==> config.mk <==
export PLATFORM = sky130hd
export DESIGN_NAME = pcg_stream_gen_flat
export DESIGN_NICKNAME = d
export VERILOG_FILES = /design/src/rtl/pcg_stream_gen_if.sv /design/src/rtl/pcg_stream_gen.sv /design/src/flat_wrapper.sv
export SDC_FILE = /design/constraint.sdc
export NUM_CORES = 1
export LEC_CHECK = 0
export ABC_AREA = 1
export CORE_MARGIN = 5
export CORE_UTILIZATION = 59
export CTS_BUF_LIST = sky130_fd_sc_hd__clkbuf_4
export DETAILED_ROUTE_END_ITERATION = 7
export PLACE_DENSITY = 0.82
export SETUP_SLACK_MARGIN = 0.5
export SLEW_MARGIN = 0
export SYNTH_ARGS = -nofsm -noshare
export SYNTH_HDL_FRONTEND = slang
export SYNTH_SLANG_ARGS = --single-unit
==> constraint.sdc <==
create_clock -name clk -period 5.9 [get_ports clk]
set_input_delay 1.18 -clock clk [delete_from_list [all_inputs] [get_ports clk]]
set_output_delay 1.18 -clock clk [all_outputs]
set_load 0.005 [all_outputs]
==> src/rtl/pcg_stream_gen_if.sv <==
// Handshake bundle for pcg_stream_gen: generator controls in, random words out
// under valid/ready.
interface pcg_stream_gen_if #(
   parameter int STATE_W = 16,
   parameter int OUT_W   = 8
);
   logic               enable;
   logic [STATE_W-2:0] stream;
   logic               seed_valid;
   logic [STATE_W-1:0] seed;
   logic               out_valid;
   logic               out_ready;
   logic [OUT_W-1:0]   out_data;

   modport master (
      output enable, stream, seed_valid, seed, out_ready,
      input  out_valid, out_data
   );

   modport slave (
      input  enable, stream, seed_valid, seed, out_ready,
      output out_valid, out_data
   );
endinterface

==> src/rtl/pcg_stream_gen.sv <==
// Parametrised PCG XSH-RR generator: LCG state, xorshift stage and rotate stage,
// all advancing together under a valid/ready output handshake.
module pcg_stream_gen #(
   parameter int                 STATE_W    = 16,
   parameter int                 OUT_W      = 8,
   parameter logic [STATE_W-1:0] MULT       = STATE_W'(16'h5851),
   parameter logic [STATE_W-1:0] RESET_SEED = '0
) (
   input  logic             clk,
   input  logic             rst,
   pcg_stream_gen_if.slave  bus
);

   localparam int ROT_W = $clog2(OUT_W);
   localparam int XS    = (OUT_W + ROT_W) / 2;
   localparam int SH    = STATE_W - OUT_W - ROT_W;

   function automatic logic [STATE_W-1:0] lcg_next(input logic [STATE_W-1:0] s,
                                                   input logic [STATE_W-1:0] inc);
      return s * MULT + inc;
   endfunction

   // Rotate via a doubled word so a zero rotation never needs a shift by OUT_W.
   function automatic logic [OUT_W-1:0] rotr(input logic [OUT_W-1:0] x,
                                             input logic [ROT_W-1:0] r);
      return OUT_W'({x, x} >> r);
   endfunction

   logic [STATE_W-1:0] state_p0_q, state_p0_d;
   logic [OUT_W-1:0]   xs_p1_q, xs_p1_d;
   logic [ROT_W-1:0]   rot_p1_q, rot_p1_d;
   logic               vld_p1_q, vld_p1_d;
   logic [OUT_W-1:0]   data_p2_q, data_p2_d;
   logic               vld_p2_q, vld_p2_d;
   logic               adv;
   logic [STATE_W-1:0] inc;

   always_comb begin
      adv        = ~vld_p2_q | bus.out_ready;
      inc        = {bus.stream, 1'b1};
      state_p0_d = state_p0_q;
      xs_p1_d    = xs_p1_q;
      rot_p1_d   = rot_p1_q;
      vld_p1_d   = vld_p1_q;
      data_p2_d  = data_p2_q;
      vld_p2_d   = vld_p2_q;

      // p0: LCG state; a seed load wins over a normal advance
      if (bus.seed_valid) begin
         state_p0_d = bus.seed;
      end else if (bus.enable && adv) begin
         state_p0_d = lcg_next(state_p0_q, inc);
      end

      // p1: xorshift of the pre-update state; a seed discards the word here
      if (adv) begin
         xs_p1_d  = OUT_W'(((state_p0_q >> XS) ^ state_p0_q) >> SH);
         rot_p1_d = state_p0_q[STATE_W-1 -: ROT_W];
      end
      if (bus.seed_valid) begin
         vld_p1_d = 1'b0;
      end else if (adv) begin
         vld_p1_d = bus.enable;
      end

      // p2: rotate; a stalled word survives a seed until it is accepted
      if (adv) begin
         data_p2_d = rotr(xs_p1_q, rot_p1_q);
         vld_p2_d  = vld_p1_q & ~bus.seed_valid;
      end
   end

   always_ff @(posedge clk) begin
      if (rst) begin
         state_p0_q <= RESET_SEED;
         xs_p1_q    <= '0;
         rot_p1_q   <= '0;
         vld_p1_q   <= 1'b0;
         data_p2_q  <= '0;
         vld_p2_q   <= 1'b0;
      end else begin
         state_p0_q <= state_p0_d;
         xs_p1_q    <= xs_p1_d;
         rot_p1_q   <= rot_p1_d;
         vld_p1_q   <= vld_p1_d;
         data_p2_q  <= data_p2_d;
         vld_p2_q   <= vld_p2_d;
      end
   end

   assign bus.out_valid = vld_p2_q;
   assign bus.out_data  = data_p2_q;

endmodule

==> src/flat_wrapper.sv <==
// flat-port wrapper written by rule: the top's interface ports become plain ports
module pcg_stream_gen_flat 
#(
   parameter int                 STATE_W    = 16,
   parameter int                 OUT_W      = 8,
   parameter logic [STATE_W-1:0] MULT       = STATE_W'(16'h5851),
   parameter logic [STATE_W-1:0] RESET_SEED = '0
)
  (clk, rst, bus_enable, bus_stream, bus_seed_valid, bus_seed, bus_out_ready, bus_out_valid, bus_out_data);
  pcg_stream_gen_if #(.STATE_W(STATE_W), .OUT_W(OUT_W)) bus_i ();
  input  logic clk;
  input  logic rst;
  input wire logic [$bits(bus_i.enable)-1:0] bus_enable;
  input wire logic [$bits(bus_i.stream)-1:0] bus_stream;
  input wire logic [$bits(bus_i.seed_valid)-1:0] bus_seed_valid;
  input wire logic [$bits(bus_i.seed)-1:0] bus_seed;
  input wire logic [$bits(bus_i.out_ready)-1:0] bus_out_ready;
  output wire logic [$bits(bus_i.out_valid)-1:0] bus_out_valid;
  output wire logic [$bits(bus_i.out_data)-1:0] bus_out_data;
  assign bus_i.enable = bus_enable;
  assign bus_i.stream = bus_stream;
  assign bus_i.seed_valid = bus_seed_valid;
  assign bus_i.seed = bus_seed;
  assign bus_i.out_ready = bus_out_ready;
  assign bus_out_valid = bus_i.out_valid;
  assign bus_out_data = bus_i.out_data;
  pcg_stream_gen #(.STATE_W(STATE_W), .OUT_W(OUT_W), .MULT(MULT), .RESET_SEED(RESET_SEED)) u_core (.clk(clk), .rst(rst), .bus(bus_i));
endmodule
# After elaboration in Yosys (flattened, before gate mapping)

Cells that the tools add are included.

Memories kept: 0
RAM bits: 0
Bits in registers: 37
ROM bits: 0
Output and inout bits: 9
Latch bits: 0

Multipliers: 1
Equal/unequal tests: 0
Order comparisons: 0
Shift operators: 1
Add/sub/neg operators: 1
Bitwise logic cells: 5
Divide/modulo/power cells: 0
Multiplexer cells: 2
Reduce and logical (&&, ||, !) cells: 3

Operator list:

| cell                                                | number |
|---|---|
| two-way mux 16 bit                                  | 2 |
| adder 16 bit                                        | 1 |
| multiplier 16 x 15 -> 16 bit, second input constant | 1 |
| >> shifter 16 x 3 -> 8 bit                          | 1 |
| bitwise XOR 11 x 13 -> 13 bit                       | 1 |
| inverter 1 bit                                      | 2 |
| nonzero test 2 bit                                  | 1 |
| OR reduction 2 bit                                  | 1 |
| bitwise AND 1 bit                                   | 1 |
| logical AND 1 bit                                   | 1 |
| bitwise OR 1 bit                                    | 1 |

# Longest topological paths before layout

Gate-level depths: netlist (run 1).

Depth in word-level cells: 5
Depth in mapped cells: 23
Mapped depth without buffers: 23

# Worst setup path before layout (run 1)

OpenSTA, ideal clock, no wires.

Path kind: register to register
Start: register u_core.state_p0_q[0]
End: register u_core.state_p0_q[15]
Stages on the path, launching flop included: 20
Path slack: 1.765 ns
Setup time: 0.067 ns
Clock period less this slack: 4.135 ns
Required time: 5.833 ns
Arrival: 4.068 ns
Path buffers: 0
Cells stage by stage: dfxtp_1 -> ha_1 -> ha_1 -> inv_1 -> fa_1 -> fa_1 -> fa_1 -> inv_1 -> fa_1 -> ha_1 -> nand2_1 -> nor2_1 -> inv_1 -> nor2_1 -> nor2_1 -> o21ai_2 -> inv_1 -> nand2_1 -> nand3_2 -> a21oi_2

Longest elaborated chain between the ends: 4

RTL lines:

| what                         | line                 | source |
|---|---|---|
| from (decl)                  | pcg_stream_gen.sv:29 | `logic [STATE_W-1:0] state_p0_q, state_p0_d;` |
| from (signal assigned)       | pcg_stream_gen.sv:82 | `state_p0_q <= state_p0_d;` |
| multiplier 16 x 15 -> 16 bit | pcg_stream_gen.sv:20 | `return s * MULT + inc;` |
| adder 16 bit                 | pcg_stream_gen.sv:20 |  |
| two-way mux 16 bit           | pcg_stream_gen.sv:51 | `end else if (bus.enable && adv) begin` |
| two-way mux 16 bit           | pcg_stream_gen.sv:49 | `if (bus.seed_valid) begin` |

Every way passes these cells. The select of a mux whose other input is x is not followed.
A chain may end at the register's enable or synchronous reset.

# Worst setup path in the final report (run 1)

Ends and elaborated chain as after synthesis.

==> results_dict.tcl, run 1 <==
set metrics [dict create \
    grt_pass1_vias 3525 \
    area_growth_syn_to_layout_pct 14.3 \
    ys_warn_count 0 \
    synthArstFlopShare 0 \
    final_area_um2 4470 \
    syn_area_um2 3910 \
    antennaDiodeCount 0 \
    finalCritPeriodShare 0.765 \
    clockBufferDepth 2 \
    p_leak_uw 0.00231 \
    drv_cap 0 \
    io_pins 45 \
    slew_headroom 0.501 \
    cts_tree "yes" \
    final_nets 687 \
    clock_latency_ns 0.35 \
    die-height_um 91.4 \
    layout-drive-gt1-share 0.0355 \
    grt_max_degree 26 \
    worstReg2RegEnd "u_core.state_p0_q[15]" \
    ctsResizeCount 0 \
    end_kind "flop" \
    fp-row-count 29 \
    rrSetupSlack_ns 1.39 \
    tightest_slew_ns 0.746 \
    yosysSeqAreaShare 0.189 \
    crit_path_start_kind "flop" \
    synth_top_flop_cell "dfxtp_1" \
    crit_fanout 8 \
    hp-start "u_core.vld_p1_q" \
    whs_path_depth 2 \
    place.gp.congestion 0.920 \
    dpl_cell_area_um2 4390 \
    grt_pass1_wl_um 16400 \
    wl_per_cell_um 14.8 \
    antenna_found_initial 0 \
    clkTransAtPathRegs_ns 0.11 \
    ctsHoldBuffers 0 \
    routed_via_density 5.49 \
    track_usage 0.239 \
    drtIter0Drc 171 \
    ys_seq_elements 37 \
    cellPowerDensity_nw_per_um2 445 \
    drc_errors 0 \
    cts_buffers 5 \
    rr_startpoint "u_core.state_p0_q[0]" \
    worstPathArrival_ns 4.79 \
    critPathKind "reg -> reg" \
    cts_root_buffer "clkbuf_4" \
    hold_path_end "u_core.vld_p1_q" \
    worstRegToRegCells 19 \
    place_hpwl_um 7820 \
    crit_required_ns 6.18 \
    core_um2 6390 \
    die_w_um 91.4 \
    final_hold_viol_count 0 \
    synth-edff-count 0 \
    final_common_cell "nand2_1" \
    synthCells 522 \
    outcome "finished clean" \
    cts_setup_buffers 0 \
    drtAntennaViolNets 0 \
    peakVddDrop_mv 0.339 \
    grt_setup_unrepaired "false" \
    grt_overflow 0 \
    htree_num_levels 2 \
    yosysUniqueCellTypes 35 \
    initial_core_util 0.612 \
    skew_ns 0.00980 \
    slew_violations 0 \
    die-area_um2 8360 \
    tns_ns 0 \
    setup_viol 0 \
    hold_class "reg -> reg" \
    io_buffers 44 \
    final_cell_mix "nand2_1 (106), inv_1 (91), ha_1 (67)" \
    avgSynthCellArea_um2 7.49 \
    dr.pass1.iters 5 \
    wl_um 9460 \
    syn_nets 647 \
    clock.fmax_mhz 222 \
    layout_min_cycle_time_ns 4.51 \
    via_count 3512 \
    clock-sinks 37 \
]
==> per-stage QoR <==
step	setup slack, ns	std cells	total power, uW	utilization	hold WS (ns)
global placement	1.49	632	1770	0.688	0.479
floorplan	1.77	522	1470	-	0.460
CTS	1.35	640	2000	0.700	0.507
global route	1.08	640	2270	0.700	0.560
finish	1.39	640	1990	0.700	0.513
detailed placement	1.39	632	1810	0.688	0.490
==> cell usage after synthesis (4+ instances only) <==
library cell,count,area share
a31oi_1,16,0.026
ha_1,67,0.21
nand3_1,20,0.026
nor2_1,26,0.025
nand2_1,106,0.10
dfxtp_1,37,0.19
o21bai_1,10,0.019
clkbuf_1,5,0.0048
fa_1,22,0.11
a21oi_1,23,0.029
xnor2_1,13,0.029
mux2i_1,4,0.010
inv_1,91,0.087
o21ai_0,51,0.065
==> how the worst max path moves through the flow <==
stage / start / end / slack (ns) / depth (start not counted)
2_1_floorplan: u_core.state_p0_q[0] / u_core.state_p0_q[15] / 1.77 / 19
3_3_place_gp: bus_stream[7] / u_core.state_p0_q[15] / 1.49 / 17
4_1_cts: u_core.state_p0_q[0] / u_core.state_p0_q[15] / 1.35 / 19
5_1_grt: u_core.state_p0_q[0] / u_core.state_p0_q[15] / 1.08 / 19
6_report: u_core.state_p0_q[0] / u_core.state_p0_q[15] / 1.39 / 19
3_5_place_dp: u_core.state_p0_q[0] / u_core.state_p0_q[15] / 1.39 / 17
==> power breakdown <==
group	internal, uW	switching [uW]
Sequential	308	77.2
Combinational	578	849
Clock	92.8	83.9
==> cell families after synthesis <==
family | Yosys count | share of synthesized area
flip-flops | 37 | 0.189
XOR/XNOR | 16 | 0.0358
AO/OA/AOI/OAI | 107 | 0.154
multiplexers | 4 | 0.0102
buffers and inverters | 105 | 0.105
AND/OR/NAND/NOR | 164 | 0.179
adder cells (fa/ha/maj) | 89 | 0.327
==> metal layers <==
| layer | global-route usage | wire length [um] | part of all wire | vias up |
|---|---|---|---|---|
| met5 | 0 | 0 | 0 | - |
| li1 | - | - | - | 1783 |
| met3 | 0.0421 | 536 | 0.057 | 21 |
| met4 | 0.0672 | 233 | 0.025 | 0 |
| met2 | 0.425 | 4800 | 0.51 | 114 |
| met1 | 0.293 | 3890 | 0.41 | 1594 |
==> sequential cells by signal (all words and copies together), names as in the netlist <==
| signal | count |
|---|---|
| u_core.xs_p1_q | 8 |
| u_core.vld_p1_q | 1 |
| u_core.state_p0_q | 16 |
| u_core.rot_p1_q | 3 |
| u_core.bus.out_valid | 1 |
| u_core.bus.out_data | 8 |
==> area by class of cell <==
| type | count | area [um2] |
|---|---|---|
| well taps | 77 | 96.3 |
| clock inverters | 2 | 33.8 |
| multi-input cells | 380 | 2760 |
| repair buffers | 44 | 440 |
| flip-flops and latches | 37 | 741 |
| inverters | 94 | 353 |
| clock buffers | 6 | 45.0 |
| fillers | 549 | 1920 |
==> worst max-delay path: stages (launching register included) <==
cell	delay (ns)
dfxtp_1	0.59
ha_1	0.31
ha_1	0.27
inv_1	0.05
fa_1	0.48
fa_1	0.52
fa_1	0.54
inv_1	0.05
fa_1	0.49
ha_1	0.36
nand2_1	0.07
nor2_1	0.14
inv_1	0.05
nor2_1	0.09
nor2_1	0.05
o21ai_2	0.07
inv_1	0.06
nand2_1	0.07
nand3_2	0.06
a21oi_2	0.11
(Power assumes the default switching activity.)
==> inputs of run 2 (changes only) <==
--- a/config.mk
+++ b/config.mk
@@ -7,10 +7,10 @@
 export LEC_CHECK = 0
 export ABC_AREA = 1
 export CORE_MARGIN = 5
-export CORE_UTILIZATION = 59
+export CORE_UTILIZATION = 53
 export CTS_BUF_LIST = sky130_fd_sc_hd__clkbuf_4
 export DETAILED_ROUTE_END_ITERATION = 7
-export PLACE_DENSITY = 0.82
+export PLACE_DENSITY = 0.78
 export SETUP_SLACK_MARGIN = 0.5
 export SLEW_MARGIN = 0
 export SYNTH_ARGS = -nofsm -noshare
==> constraint.sdc (replaced) <==
create_clock -name clk -period 4.1 [get_ports clk]
set_input_delay 0.82 -clock clk [delete_from_list [all_inputs] [get_ports clk]]
set_output_delay 0.82 -clock clk [all_outputs]
set_load 0.005 [all_outputs]
==> results_dict.tcl, run 2 (synthesis gave the netlist of run 1 again) <==
set metrics [dict create \
    outcome "finished clean" \
    finalPower_uw 4030 \
    skew_ns 0.00892 \
    via_count 3676 \
    routed_via_density 5.37 \
    initial_core_util 0.542 \
    clockBufferDepth 2 \
    cellPowerDensity_nw_per_um2 764 \
    grt_max_degree 26 \
    final_nets 709 \
    cts_root_buffer "clkbuf_4" \
    slew_headroom 0.510 \
    die_w_um 95.9 \
    cts_buffers 5 \
    largest_register_ffs 16 \
    clkTransAtPathRegs_ns 0.11 \
    final_cell_mix "nand2_1 (98), inv_1 (78), o21ai_0 (44), clkdlybuf4s50_1 (44), ha_1 (39)" \
    critPathKind "reg -> reg" \
    worst_slack_ns 0.0681 \
    regMostFlops "u_core.state_p0_q" \
    worstPathArrival_ns 4.24 \
    crit_fanout 5 \
    p_leak_uw 0.00244 \
    crit_required_ns 4.31 \
    crit_path_start_kind "flop" \
    layout-drive-gt1-share 0.215 \
    place.gp.congestion 0.960 \
    end_kind "flop" \
    antenna_found_initial 0 \
    htree_num_levels 2 \
    wl_per_cell_um 15.8 \
    drc_errors 0 \
    io_buffers 44 \
    drtAntennaViolNets 0 \
    ctsHoldBuffers 0 \
    slew_violations 0 \
    tns_ns 0 \
    track_usage 0.244 \
    grt_setup_unrepaired "true" \
    die-area_um2 9200 \
    drtIter0Drc 222 \
    grt_pass1_wl_um 17300 \
    finalCritPeriodShare 0.983 \
    dp.cells 667 \
    tightest_slew_ns 0.733 \
    fin_cells 684 \
    grt_overflow 0 \
    layout_min_cycle_time_ns 4.03 \
    final_hold_viol_count 0 \
    dr.pass1.iters 4 \
    core_um2 7210 \
    clock_latency_ns 0.35 \
    drv_cap 0 \
    peakVddDrop_mv 0.711 \
    fp-row-count 31 \
    clock.fmax_mhz 248 \
    grt_pass1_vias 3763 \
    io_pins 45 \
    hold_class "reg -> reg" \
    antennaDiodeCount 0 \
    die-height_um 95.9 \
    place_hpwl_um 8300 \
    area_growth_syn_to_layout_pct 34.7 \
    wl_um 10800 \
    clock-sinks 37 \
    cts_tree "yes" \
    final_common_cell "nand2_1" \
    setup_viol 0 \
    dp_slack_ns -0.0466 \
]
[run 2: cell count changes in the layout (fill, tap and decap cells not counted), sizes merged]
cell  previous run  this run
buf              0        22
[run 2: through the flow]
step / utilization / cell area [um2] / hold WS (ns)
3_3_place_gp: 0.635 / 4580 / 0.477
4_1_cts: 0.703 / 5070 / 0.513
2_1_floorplan: - / 3980 / 0.460
5_1_grt: 0.730 / 5270 / 0.538
6_report: 0.730 / 5270 / 0.514
3_5_place_dp: 0.635 / 4580 / 0.489
[run 2: what timing repair did]
item,in CTS,in global routing
gates resized for setup,65,39
setup endpoints to repair,8,9
pin swaps,28,18
setup buffers,8,1
gates cloned,0,0
[run 2: path summary, 6_finish.rpt]
check                           depth (start not counted)  slack [ns]                  from                    end
worst min register to register                          2        0.51       u_core.vld_p1_q        u_core.vld_p1_q
worst min-delay path                                    2        0.51       u_core.vld_p1_q        u_core.vld_p1_q
worst max-delay path                                   18        0.07  u_core.state_p0_q[1]  u_core.state_p0_q[14]
worst max register to register                         18        0.07  u_core.state_p0_q[1]  u_core.state_p0_q[14]
[run 2: power by group]
group          internal [uW]  switching, uW  leakage (uW)
logic                   1460           1770       0.00209
registers                448           96.2      0.000311
clock network            134            122     0.0000433
[run 2: worst max-delay path, stage by stage (launching register included)]
cell	delay (ns)
dfxtp_4	0.38
ha_1	0.27
inv_1	0.05
fa_1	0.50
inv_1	0.05
fa_1	0.48
fa_1	0.50
inv_1	0.06
fa_1	0.52
inv_2	0.05
ha_4	0.25
inv_1	0.09
o21bai_1	0.09
a31oi_1	0.19
nand3_2	0.11
nor2_1	0.09
nor2_1	0.04
nand2_1	0.08
a31oi_1	0.07
[run 2: cell type report]
cell class,count,area [um2]
clock buffers,6,45.0
clock inverters,2,33.8
fillers,535,1940
inverters,94,355
multi-input cells,380,3300
flip-flops and latches,37,774
well taps,99,124
repair buffers,66,642
[run 2: routing by layer]
metal / share of wire / vias to the layer above / track usage
li1: - / 1823 / -
met1: 0.40 / 1713 / 0.288
met2: 0.51 / 112 / 0.441
met3: 0.050 / 28 / 0.0321
met4: 0.036 / 0 / 0.102
met5: 0 / - / 0
==> edit, RTL diff (config.mk and constraints of run 2) <==
Make the reset (`rst`) asynchronous in one clocked block.
--- a/src/rtl/pcg_stream_gen.sv
+++ b/src/rtl/pcg_stream_gen.sv
@@ -70,7 +70,7 @@
       end
    end
 
-   always_ff @(posedge clk) begin
+   always_ff @(posedge clk or posedge rst) begin
       if (rst) begin
          state_p0_q <= RESET_SEED;
          xs_p1_q    <= '0;
Check against the original RTL: differs if rst is asserted again (counterexample within 4 cycles, from zero or initial values and one cycle with rst high); with rst held inactive, the same outputs for 4 cycles.
==> edit against run 2 <==
The run now ends with setup timing left. Synthesized area is 1.6% higher. Critical path depth is 1 higher. Cell area is 4.0% lower. Die area is 1.4% higher. Setup slack worse by 150 ps. Clock skew is 4.1 ps higher. Final cell count is 1.3% lower. Sequential cell count stayed put. Routed wire length is 3.2% lower. Non-clock buffer count is 1 higher. Via count is 0.27% lower. Critical endpoint is now u_core.state_p0_q[15]. Largest cell class unchanged. Highest routed layer unchanged.
Power is left out: the tool's default activity adds up to more than one toggle a clock period on the data nets, which glitch-free logic cannot reach.
==> edit: results <==
group,metric,value,unit
outcome,outcome,"finished, violations left",
outcome,violations,"setup timing",
placement,pre_cts_ws,-9.83,ps
synthesis,ys_async_sr_fraction,1.00,
cts,clock-root-buffer,"clkbuf_4",
synthesis,synth_top_flop_cell,"dfrtp_1",
timing,layout_setup_ws,-81.8,ps
grt,use_met1,0.294,
worst_setup_path,crit_slowest_cell,"fa_1",
cts,htree_levels,2,
finish,finalNetCount,700,
placement,dp_hpwl,7.90,mm
synthesis,synth_warnings,0,
cts,insertion_delay,360,ps
cts,path_clk_slew,130,ps
timing,relSlewSlack,0.556,
placement,dpl_cell_area,0.00466,mm^2
detailed_routing,wl_met3,626,um
synthesis,synth_top_cells_by_area,"dfrtp_1 23%, ha_1 21%, nand2_1 11%, fa_1 11%, inv_1 8.3%",
cts,clk_path_buf_depth,2,
timing,tns,-86.7,ps
synthesis,synth_most_common_cell,"nand2_1",
detailed_routing,vias_per_cell,5.43,
cts,cts_hold_buf,0,
synthesis,synth-seq-area-share,0.233,
grt,grt_pass1_vias,3653,
detailed_routing,dr.pass1.iters,5,
synthesis,synthesis.nets,637,
synthesis,ys_top_cells_by_count,"119 x nand2_1, 88 x inv_1, 67 x ha_1, 37 x dfrtp_1, 37 x nor2_1",
worst_setup_path,worst_ep_arrival_time,4440,ps
finish,largest_reg_flops,16,
finish,largest_register,"u_core.state_p0_q",
placement,dp_cells,655,
synthesis,syn_avg_cell_area,7.76,um^2
finish,fin_cells,675,
cts,cts_setup_buffers,7,
detailed_routing,dr_wl_met2,5.24,mm
detailed_routing,wl_met1,4.23,mm
placement,place.gp.congestion,0.925,
worst_setup_path,cp_max_fo,5,
grt,gr-usage-met2,0.414,
finish,num_antenna_cells,0,
detailed_routing,drt_iter0_drc,270,
placement,numPortBuffers,44,
cts,post_cts_resize_count,30,
grt,met3_usage,0.0364,
synthesis,ys_types,31,
min_path,hold_class,"reg2reg",
grt,antenna_found_initial,0,
worst_setup_path,cpPeakStageDelay,520,ps
detailed_routing,post_drt_wl_per_cell,15.5,um
finish,final_layout_size_suffix_gt1_frac,0.174,
grt,grt.total_usage,0.238,
timing,skew,13.0,ps
detailed_routing,top_layer,"met4",
grt,grt_max_degree,25,
timing,finalSetupViolCount,2,
grt,grt_pass1_wl,17.1,mm
-- edit: cells by family after synthesis --
group	after synthesis	synth area share
simple gates	187	0.192
fa+ha+maj	89	0.322
compound gates	79	0.118
xor+xnor	15	0.0331
flops	37	0.233
buf+inv	105	0.102
-- edit: path summary, 6_finish.rpt --
path / start / endpoint / slack [ps] / cells past startpoint
max: u_core.state_p0_q[2] / u_core.state_p0_q[15] / -80 / 19
min: u_core.xs_p1_q[1] / u_core.xs_p1_q[1] / 500 / 2
max reg2reg: u_core.state_p0_q[2] / u_core.state_p0_q[15] / -80 / 19
min reg2reg: u_core.xs_p1_q[1] / u_core.xs_p1_q[1] / 500 / 2
max in group asynchronous: rst / u_core.xs_p1_q[1] / 2500 / 3
min in group asynchronous: rst / u_core.state_p0_q[7] / 840 / 2
-- edit: final cells by class --
class	count	area, um^2
Clock buffer	5	37.5
Clock inverter	3	41.3
Fill cell	569	2230
Inverter	94	353
Multi-Input combinational cell	370	2930
Sequential cell	37	936
Tap cell	99	124
Timing Repair Buffer	67	637
